<file path="config.mk">
export PLATFORM = sky130hd
export DESIGN_NAME = fft_mem_sched
export DESIGN_NICKNAME = d
export VERILOG_FILES = /design/src/rtl/fft_mem_sched.sv
export SDC_FILE = /design/constraint.sdc
export NUM_CORES = 1
export LEC_CHECK = 0
export ABC_AREA = 1
export BUFFER_PORTS_ARGS = -buffer_cell sky130_fd_sc_hd__buf_2
export CAP_MARGIN = 10
export CORE_ASPECT_RATIO = 0.5
export CORE_MARGIN = 10
export CORE_UTILIZATION = 54
export CTS_CLUSTER_SIZE = 28
export DETAILED_ROUTE_END_ITERATION = 10
export PLACE_DENSITY = 0.87
export RECOVER_POWER = 50
export SETUP_SLACK_MARGIN = 0.2
export SYNTH_ARGS = -nofsm -noshare
export SYNTH_HDL_FRONTEND = slang
export SYNTH_SLANG_ARGS = --single-unit
</file>
<file path="constraint.sdc">
create_clock -name iCLK -period 1.2 [get_ports iCLK]
set_input_delay 0.3 -clock iCLK [delete_from_list [all_inputs] [get_ports iCLK]]
set_output_delay 0.3 -clock iCLK [all_outputs]
set_load 0.05 [all_outputs]
</file>
<file path="src/rtl/fft_mem_sched.sv">
// fft_mem_sched: frame scheduler and write-port arbiter for the 16-point FFT working memory
module fft_mem_sched #(
    parameter int NPT = 16,
    parameter int NSTG = 4,
    parameter int DP_LAT = 4,
    parameter int AW = 7
) (
    input  logic                   iCLK,
    input  logic                   iRST,
    input  logic                   iCLR,
    input  logic                   iIN_VALID,
    output logic                   oIN_READY,
    output logic                   oSTART,
    input  logic                   iRD_EN,
    input  logic [2:0]             iRD_STAGE,
    output logic                   oWE,
    output logic [AW-1:0]          oWADDR,
    output logic                   oWSEL,
    output logic                   oOUT_VALID,
    output logic [$clog2(NPT)-1:0] oOUT_IDX,
    output logic                   oDONE,
    output logic                   oBUSY
);
    localparam int CW = $clog2(NPT);
    localparam int DL = DP_LAT - 1;
    localparam logic [2:0] LAST = 3'(NSTG);
    localparam logic [1:0] S_LOAD = 2'd0, S_ARM = 2'd1, S_RUN = 2'd2;
    logic [1:0] state;
    logic [CW-1:0] loadCnt, wbCnt;
    logic [DL-1:0] dlEn;
    logic [DL-1:0][2:0] dlStg;
    logic [2:0] tailStg;
    logic wbIssue, outIssue, accept;
    assign tailStg = dlStg[DL-1];
    assign wbIssue = dlEn[DL-1] && tailStg != 3'd0 && tailStg < LAST;
    assign outIssue = dlEn[DL-1] && tailStg == LAST;
    // only memory write-backs contend with loads; final-stage outputs bypass the port
    assign oIN_READY = state == S_LOAD && !wbIssue;
    assign accept = iIN_VALID && oIN_READY && !iCLR;
    assign oSTART = state == S_ARM && iRD_STAGE == 3'd0 && dlEn == '0 && !iCLR;
    assign oBUSY = state != S_LOAD;
    always_ff @(posedge iCLK or posedge iRST) begin
        if (iRST) begin
            {state, loadCnt, wbCnt, dlEn, dlStg} <= '0;
            {oWE, oWSEL, oWADDR, oOUT_VALID, oOUT_IDX, oDONE} <= '0;
        end else if (iCLR) begin
            {state, loadCnt, wbCnt, dlEn, dlStg} <= '0;
            {oWE, oWSEL, oWADDR, oOUT_VALID, oOUT_IDX, oDONE} <= '0;
        end else begin
            dlEn <= DL'({dlEn, iRD_EN});
            dlStg <= (DL*3)'({dlStg, iRD_STAGE});
            oWE <= wbIssue || accept;
            oWSEL <= wbIssue;
            oWADDR <= wbIssue ? {(AW-CW)'(tailStg), wbCnt} : {{(AW-CW){1'b0}}, loadCnt};
            oOUT_VALID <= outIssue;
            oOUT_IDX <= outIssue ? wbCnt : '0;
            oDONE <= outIssue && wbCnt == CW'(NPT-1);
            if (wbIssue || outIssue) wbCnt <= wbCnt + 1'b1;
            if (accept) loadCnt <= loadCnt + 1'b1;
            state <= (state == S_LOAD && accept && loadCnt == CW'(NPT-1)) ? S_ARM :
                     oSTART ? S_RUN :
                     (state == S_RUN && iRD_STAGE >= 3'd2) ? S_LOAD : state;
        end
    end
endmodule

</file>
==> results of run 1 <==
worst max path at each step:
| stage | to | slack, ps | startpoint |
|---|---|---|---|
| 4_1_cts | oSTART | -340 | state[0] |
| 2_1_floorplan | oIN_READY | -240 | state[1] |
| 5_1_grt | oSTART | -500 | state[0] |
| 3_5_place_dp | oSTART | -180 | iRD_STAGE[2] |
| 6_report | oSTART | -400 | dlEn[2] |
| 3_3_place_gp | oSTART | -120 | iRD_STAGE[2] |
critical path: cells and delay by family, from the launching register on:
| family | cells | cell delay [ps] |
|---|---|---|
| buffers and inverters | 1 | 170 |
| DFF | 1 | 430 |
| and+or+nand+nor | 3 | 420 |
cells in the final DEF (no fill, tap or decap), drive strengths merged:
cell      synthesis  final
buf               3     58
dfrtp            37     37
nor2             33     33
nand2            28     28
inv              28     27
nand3            12     12
clkbuf            0      9
nand4             6      6
o21ai             6      6
a21oi             4      4
ha                2      2
o211ai            1      1
nor3b             1      1
and3              1      1
clkinvlp          0      1
xor2              1      1
bufinv            0      1
conb              1      1
flip-flops by register name, summed over array words and instances (netlist names), 2 cells and up:
name and flops:
state 2, oWADDR 7, dlStg 6, oOUT_IDX 4, tailStg 3, loadCnt 4, wbCnt 4, dlEn 3
repair_timing:
action,4_1_cts,5_1_grt
buffers inserted,7,14
setup endpoints to repair,38,42
pin swaps,10,18
resized for setup,61,34
endpoints found under the hold margin,0,0
cloned,0,0
per-layer routing:
metal	vias to the layer above	routed length, µm	GRT usage (%)
met5	-	0	0
li1	634	-	-
met1	708	1980	15.3
met2	99	2490	24.9
met4	0	161	7.00
met3	19	497	4.62
per-stage QoR:
step,setup WS (ps),total power [W],util [%],cell area [µm²],instances
2_1_floorplan,-241,0.00146,-,1590,164
6_report,-405,0.00272,90.6,2430,266
4_1_cts,-342,0.00267,82.6,2220,252
3_3_place_gp,-120,0.00153,69.5,1860,237
5_1_grt,-501,0.00280,90.6,2430,266
3_5_place_dp,-177,0.00154,69.5,1860,237
report_power, final:
group / switching [W] / internal [W] / total, W
registers: 0.0000287 / 0.00128 / 0.00131
clock network: 0.000448 / 0.000678 / 0.00113
logic: 0.000182 / 0.000104 / 0.000285
layout make-up:
type	count	area, µm²
fill	93	253
clock buffer	7	86.3
timing repair buffer	60	568
sequential	37	926
inverter	28	109
clock inverter	1	30.0
multi-input combinational	96	666
tap	37	46.3
kinds of logic after synthesis:
group                    synth area share [%]
adder cells (fa/ha/maj)                  1.59
other                                   0.238
flip-flops                               58.7
XOR/XNOR                                0.556
AND/OR/NAND/NOR                          27.6
buffers and inverters                    7.62
AO/OA/AOI/OAI                            3.65
==> run_results.csv, run 1 <==
group,metric,value,unit
detailed_routing,drtIter0Drc,115,
worst_setup_path,start_kind,"flop",
min_path,hold_path.class,"input pin to flop",
power_and_ir_drop,peakVddDrop,827,µV
place,io_buffer_count,25,
worst_setup_path,r2r_slack,-230,ps
die,die_h,58.2,µm
synth,synth_area_leaders,"dfrtp_1, inv_1, nor2_1, nand2_1, nor2_4",
finish,final_layout_size_suffix_gt1_share,48.5,%
power_and_ir_drop,cellPowerDensity,1120,nW/µm²
grt,first_global_vias,1301,
synth,synth_top_area_share,58.7,%
synth,yosysTopAreaCell,"dfrtp_1",
clock_tree,clock-sinks,37,
worst_setup_path,worstPathMaxFanout,3,
timing,period_needed,1600,ps
grt,grtUsageTotal,14.2,%
worst_setup_path,crit_type,"flop to primary output",
timing,finalCritPeriodShare,134,%
synth,synth_edf_count,0,
worst_setup_path,cp_data_arrival_time,1300,ps
detailed_routing,via_per_inst,5.49,
timing,fmax,623,MHz
detailed_routing,first_pass_iters,4,
min_path,hold_start,"iRD_EN",
grt,antenna_found_initial,0,
clock_tree,worstSkewPairLatency,290,ps
min_path,min_path_cells,3,
outcome,failed_checks,"negative setup slack",
synth,ys_async_sr_fraction,100,%
synth,synth_commonest_cells,"dfrtp_1, inv_1, nor2_1, nand2_1, nand3_1",
synth,ys_warn_count,0,
detailed_routing,drc,0,
synth,synth_flop_cell,"dfrtp_1",
timing,final_max_slew_viol_count,0,
worst_setup_path,ff2ff_path_depth,10,
die,die-area,5610,µm²
finish,area_delta_synth_final,54.2,%
synth,ys_seq_area_share,58.7,%
clock_tree,clockRootBuffer,"clkbuf_8",
worst_setup_path,r2r-start,"tailStg[0]",
clock_tree,htreeDepth,2,
worst_setup_path,r2r_end,"wbCnt[2]",
finish,antennaDiodeCount,0,
worst_setup_path,crit_path_end_kind,"primary output",
die,fp-row-count,13,
finish,nets,238,
worst_setup_path,slowest_delay,430,ps
power_and_ir_drop,power_leakage,1.25,nW
synth,ys_ff_latch,37,
synth,synthMostInstantiatedCell,"dfrtp_1",
detailed_routing,antenna_left,0,
outcome,outcome,"finished with violations",
timing,rsz0062_at_grt,"true",
die,io_pins,26,
clock_tree,cts_tree,"yes",
die,start_util,58.7,%
grt,overflow,0,
timing,setup_viol,26,
grt,grt_pass1_wl,6160,µm
detailed_routing,finalWirelength,5130,µm
worst_setup_path,worstPathRequired,900,ps
place,dpl.hpwl,2310,µm
grt,grt_max_degree,38,
worst_setup_path,critPathSlowestCell,"dfrtp_1",
timing,worst_pin_slew,903,ps
job,max-cap-violations,0,
synth,syn-num-nets,174,
detailed_routing,wl_per_cell,19.3,µm
worst_setup_path,crit_chain,"nor2_1, nand4_1, nor2_2, buf_6",
synth,synth_cells,164,
die,core_area,2680,µm²
clock_tree,cts_made_buffers,5,
synth,syn_avg_cell_area,9.61,µm²
min_path,hold_end,"dlEn[0]",
place,place_congestion,0.817,
timing,hold_ws,204,ps
timing,setup_tns,-4490,ps
synth,syn_area,1580,µm²
synth,yosys.cell_types.count,22,
clock_tree,cts_buffer_depth,2,
timing,hold_violations,0,
timing,max-slew-margin-rel,39.8,%
clock_tree,clkTransAtPathRegs,70,ps
timing,fin_ws,-405,ps
die,die_w,96.4,µm
clock_tree,cts_hold_buffers,0,
timing,skew,6.71,ps
detailed_routing,via_count,1460,
Power figures use the tool's default switching activity.
==> run 2, diff against run 1 <==
--- a/config.mk
+++ b/config.mk
@@ -10,10 +10,10 @@
 export CAP_MARGIN = 10
 export CORE_ASPECT_RATIO = 0.5
 export CORE_MARGIN = 10
-export CORE_UTILIZATION = 54
+export CORE_UTILIZATION = 40
 export CTS_CLUSTER_SIZE = 28
 export DETAILED_ROUTE_END_ITERATION = 10
-export PLACE_DENSITY = 0.87
+export PLACE_DENSITY = 0.7
 export RECOVER_POWER = 50
 export SETUP_SLACK_MARGIN = 0.2
 export SYNTH_ARGS = -nofsm -noshare
==> run_results.csv, run 2 (synthesis gave the netlist of run 1 again) <==
group,metric,value,unit
worst_setup_path,cp_data_arrival_time,1220,ps
timing,finalCritPeriodShare,127,%
grt,grt_pass1_wl,5260,µm
clock_tree,cts_buffer_depth,2,
detailed_routing,first_pass_iters,4,
grt,antenna_found_initial,0,
detailed_routing,finalWirelength,3170,µm
die,start_util,43.7,%
clock_tree,cts_made_buffers,5,
detailed_routing,drc,0,
finish,final_cell_mix,"dfrtp_1, buf_6, nor2_1",
timing,final_max_slew_viol_count,0,
detailed_routing,wl_per_cell,11.8,µm
worst_setup_path,crit_chain,"nor2_1, nand4_1, nor2_2, buf_6",
timing,setup_tns,-3640,ps
worst_setup_path,crit_type,"flop to primary output",
timing,rsz0062_at_grt,"true",
place,dp_cells,251,
clock_tree,clock-sinks,37,
timing,fin_ws,-324,ps
finish,layout.cells.non_filler,269,
timing,skew,3.93,ps
finish,reg.largest.list,"oWADDR (7), dlStg (6)",
power_and_ir_drop,peakVddDrop,639,µV
timing,fmax,656,MHz
finish,final_layout_size_suffix_gt1_share,40.8,%
min_path,hold_path.class,"input pin to flop",
place,place_congestion,0.850,
place,dpl.hpwl,2240,µm
die,io_pins,26,
job,max-cap-violations,0,
worst_setup_path,critPathSlowestCell,"dfrtp_1",
detailed_routing,via_count,1215,
die,die-area,7000,µm²
die,die_h,64.4,µm
finish,antennaDiodeCount,0,
timing,setup_viol,19,
die,core_area,3600,µm²
grt,grt_max_degree,38,
die,fp-row-count,15,
grt,first_global_vias,1163,
finish,final_core_util,63.1,%
clock_tree,htreeDepth,2,
finish,largest_reg_flops,7,
outcome,failed_checks,"negative setup slack",
clock_tree,worstSkewPairLatency,280,ps
worst_setup_path,crit_family,"flip-flops",
die,die_w,109,µm
timing,worst_pin_slew,866,ps
outcome,outcome,"finished with violations",
finish,regMostFlops,"oWADDR",
clock_tree,clkTransAtPathRegs,70,ps
finish,nets,228,
timing,max-slew-margin-rel,42.2,%
worst_setup_path,slowest_delay,420,ps
detailed_routing,antenna_left,0,
worst_setup_path,crit_path_end_kind,"primary output",
detailed_routing,drtIter0Drc,36,
place,pre_cts_slack,-152,ps
worst_setup_path,start_kind,"flop",
power_and_ir_drop,cellPowerDensity,1050,nW/µm²
grt,overflow,0,
grt,grtUsageTotal,9.54,%
worst_setup_path,worstPathMaxFanout,3,
worst_setup_path,worstPathRequired,900,ps
finish,layout_commonest_cell,"dfrtp_1",
place,io_buffer_count,25,
worst_setup_path,worst-path-buf-inv,1,
timing,period_needed,1520,ps
timing,hold_violations,0,
power_and_ir_drop,power_leakage,1.17,nW
finish,area_delta_synth_final,44.1,%
clock_tree,cts_tree,"yes",
detailed_routing,via_per_inst,4.52,
clock_tree,clockRootBuffer,"clkbuf_8",
run 2: power breakdown:
part	switching, W	internal (W)	leakage [nW]
logic	0.000148	0.0000947	0.623
registers	0.0000279	0.00128	0.499
clock network	0.000386	0.000455	0.0443
run 2: layout make-up:
cell class	instances	area, µm²
repair buffers	50	487
flip-flops and latches	37	930
fillers	295	1330
well taps	51	63.8
multi-input cells	96	597
inverters	28	109
clock buffers	7	86.3
run 2: stage by stage:
step / hold WS (ps) / instance area [µm²] / power (W)
2_1_floorplan: 260 / 1590 / 0.00146
3_3_place_gp: 351 / 1890 / 0.00153
3_5_place_dp: 353 / 1890 / 0.00154
4_1_cts: 49.1 / 2180 / 0.00242
5_1_grt: 228 / 2270 / 0.00252
6_report: 220 / 2270 / 0.00239
run 2: path summary, 6_finish.rpt:
| kind | start | end | slack, ps | cells after the start |
|---|---|---|---|---|
| setup / recovery | dlEn[2] | oSTART | -320 | 4 |
| hold / removal | iRD_EN | dlEn[0] | 220 | 3 |
| setup reg to reg | dlEn[2] | loadCnt[2] | -240 | 11 |
| hold reg to reg | dlStg[3] | tailStg[0] | 460 | 2 |
| max in group asynchronous | iRST | state[0] | 310 | 3 |
| min in group asynchronous | iRST | oWADDR[1] | 290 | 3 |
run 2: timing repair:
item	in CTS	in global routing
resized for setup	54	19
setup buffers	6	5
hold buffers	0	0
setup endpoints to repair	37	42
pin swaps	5	2
gates cloned	0	0
run 2: per-layer routing:
metal  part of all wire (%)  GRT usage (%)
met3                    6.8           2.80
met1                     44           11.6
met5                      0              0
met4                    1.7           5.39
met2                     47           14.8
run 2: worst register-to-register path: cells and delay by family (launching register included):
family	cells	cell delay [ps]
flops	1	420
simple gates	6	460
buf+inv	5	500
==> run 3, diff against run 2 <==
--- a/config.mk
+++ b/config.mk
@@ -13,7 +13,7 @@
 export CORE_UTILIZATION = 40
 export CTS_CLUSTER_SIZE = 28
 export DETAILED_ROUTE_END_ITERATION = 10
-export PLACE_DENSITY = 0.7
+export PLACE_DENSITY = 0.6
 export RECOVER_POWER = 50
 export SETUP_SLACK_MARGIN = 0.2
 export SYNTH_ARGS = -nofsm -noshare
==> constraint.sdc (replaced) <==
create_clock -name iCLK -period 1.8 [get_ports iCLK]
set_input_delay 0.45 -clock iCLK [delete_from_list [all_inputs] [get_ports iCLK]]
set_output_delay 0.45 -clock iCLK [all_outputs]
set_load 0.05 [all_outputs]
==> run_results.csv, run 3 (synthesis gave the netlist of run 1 again) <==
group,metric,value,unit
timing,period_needed,1750,ps
detailed_routing,first_pass_iters,4,
detailed_routing,drc,0,
finish,regMostFlops,"oWADDR",
grt,grtUsageTotal,9.54,%
grt,grt_pass1_wl,5260,µm
die,die_w,109,µm
grt,antenna_found_initial,0,
worst_setup_path,start_kind,"flop",
finish,final_cell_mix,"dfrtp_1, inv_1, nor2_1",
die,io_pins,26,
die,start_util,43.7,%
power_and_ir_drop,power_leakage,1.07,nW
worst_setup_path,r2r_end,"state[1]",
clock_tree,clkTransAtPathRegs,70,ps
power_and_ir_drop,seq_power_share,53.9,%
worst_setup_path,crit_end,"oSTART",
worst_setup_path,crit_type,"flop to primary output",
place,place_area,1780,µm²
die,core_area,3600,µm²
worst_setup_path,startpoint,"state[0]",
worst_setup_path,ff2ff_path_depth,6,
timing,worst_pin_slew,897,ps
clock_tree,cts_made_buffers,5,
place,io_buffer_count,25,
timing,hold_ws,363,ps
worst_setup_path,crit_path_end_kind,"primary output",
grt,first_global_vias,1146,
clock_tree,worstSkewPairLatency,280,ps
worst_setup_path,r2r-start,"state[0]",
detailed_routing,via_count,1168,
finish,final_core_util,54.2,%
finish,area_delta_synth_final,23.9,%
finish,reg.largest.list,"oWADDR (7), dlStg (6)",
worst_setup_path,worstPathRequired,1350,ps
power_and_ir_drop,p_int,0.00123,W
detailed_routing,antenna_left,0,
timing,setup_viol,0,
finish,layout_commonest_cell,"dfrtp_1",
timing,fmax,573,MHz
power_and_ir_drop,peakVddDrop,345,µV
power_and_ir_drop,p_sw,0.000378,W
place,place_congestion,0.786,
finish,final_area,1950,µm²
timing,fin_ws,54.7,ps
clock_tree,clock-sinks,37,
worst_setup_path,cp_data_arrival_time,1300,ps
timing,final_max_slew_viol_count,0,
clock_tree,cts_buffer_depth,2,
worst_setup_path,worstPathMaxFanout,3,
clock_tree,cts_hold_buffers,0,
power_and_ir_drop,cellPowerDensity,825,nW/µm²
place,pre_cts_slack,35.8,ps
outcome,outcome,"complete, no violations",
clock_tree,cts_tree,"yes",
worst_setup_path,r2r_slack,530,ps
place,dpl.hpwl,2100,µm
die,die-area,7000,µm²
finish,final_layout_size_suffix_gt1_share,28.8,%
detailed_routing,wl_per_cell,12.0,µm
detailed_routing,via_per_inst,4.56,
timing,rsz0062_at_grt,"true",
timing,skew,4.99,ps
die,fp-row-count,15,
finish,nets,214,
finish,fill_cells,348,
timing,max-slew-margin-rel,40.2,%
detailed_routing,drtIter0Drc,62,
detailed_routing,finalWirelength,3060,µm
job,max-cap-violations,0,
min_path,hold_path.class,"input pin to flop",
power_and_ir_drop,switching_share,23.5,%
clock_tree,htreeDepth,2,
grt,grt_max_degree,38,
timing,finalCritPeriodShare,97.0,%
power_and_ir_drop,clockPowerShare,38.5,%
finish,largest_reg_flops,7,
die,die_h,64.4,µm
grt,overflow,0,
power_and_ir_drop,power_frac_comb,7.5,%
clock_tree,clockRootBuffer,"clkbuf_8",
finish,antennaDiodeCount,0,
timing,hold_violations,0,
## run 3: cell types whose count changed in the layout (fill, tap and decap cells not counted), moves of 3 or more
cell     before  now
inv_2         5    2
nand2_1      20   23
buf_2         6   21
o21ai_0       0    3
dfrtp_1      34   37
dfrtp_2       3    0
buf_6        26    1
inv_1        22   26
## run 3: per-stage QoR
stage	setup TNS (ps)	power (W)	cells
6_report	0	0.00161	256
5_1_grt	-46.6	0.00170	256
4_1_cts	0	0.00165	254
3_5_place_dp	0	0.00101	240
3_3_place_gp	0	0.00101	240
2_1_floorplan	0	0.000970	164
## run 3: worst min path at each step
| stage | startpoint | to | slack, ps | cells past startpoint |
|---|---|---|---|---|
| 3_3_place_gp | dlStg[4] | tailStg[1] | 440 | 2 |
| 5_1_grt | iRD_EN | dlEn[0] | 370 | 3 |
| 4_1_cts | iRST | oOUT_IDX[2] | 270 | 3 |
| 3_5_place_dp | dlStg[4] | tailStg[1] | 440 | 2 |
| 2_1_floorplan | dlStg[0] | dlStg[3] | 430 | 2 |
| 6_report | iRD_EN | dlEn[0] | 360 | 3 |
## run 3: final cells by class
type	instances	area [µm²]	area share, %
repair buffers	36	219	11.2
well taps	51	63.8	3.27
flip-flops and latches	37	926	47.4
clock buffers	7	96.3	4.93
multi-input cells	96	538	27.5
clock inverters	1	5.00	0.256
inverters	28	105	5.38
## run 3: power groups by stage
stage	combinational [W]	clock [W]	sequential, W
floorplan	0.0000657	0	0.000904
global placement	0.000122	0	0.000884
detailed placement	0.000124	0	0.000885
CTS	0.000127	0.000651	0.000869
global route	0.000137	0.000694	0.000872
finish	0.000122	0.000620	0.000869
## run 3: layer usage
metal  vias to the layer above  GRT usage, %  share of wire (%)
met5                         -             0                  0
met2                        34          14.2                 45
met3                         5          3.80                7.3
met4                         0          4.90                1.7
li1                        580             -                  -
met1                       549          11.7                 47
## run 3: worst max-delay path, stage by stage, from the launching register on
cell and delay, ps:
dfrtp_1 420, inv_1 50, nor2_1 80, nand4_1 160
nor2_4 130, buf_6 160
## run 3: timing repair
action                                  4_1_cts  5_1_grt
endpoints found under the setup margin        3        3
gates resized for setup                       6        2
pin swaps                                     4        0
buffers inserted                              6        2
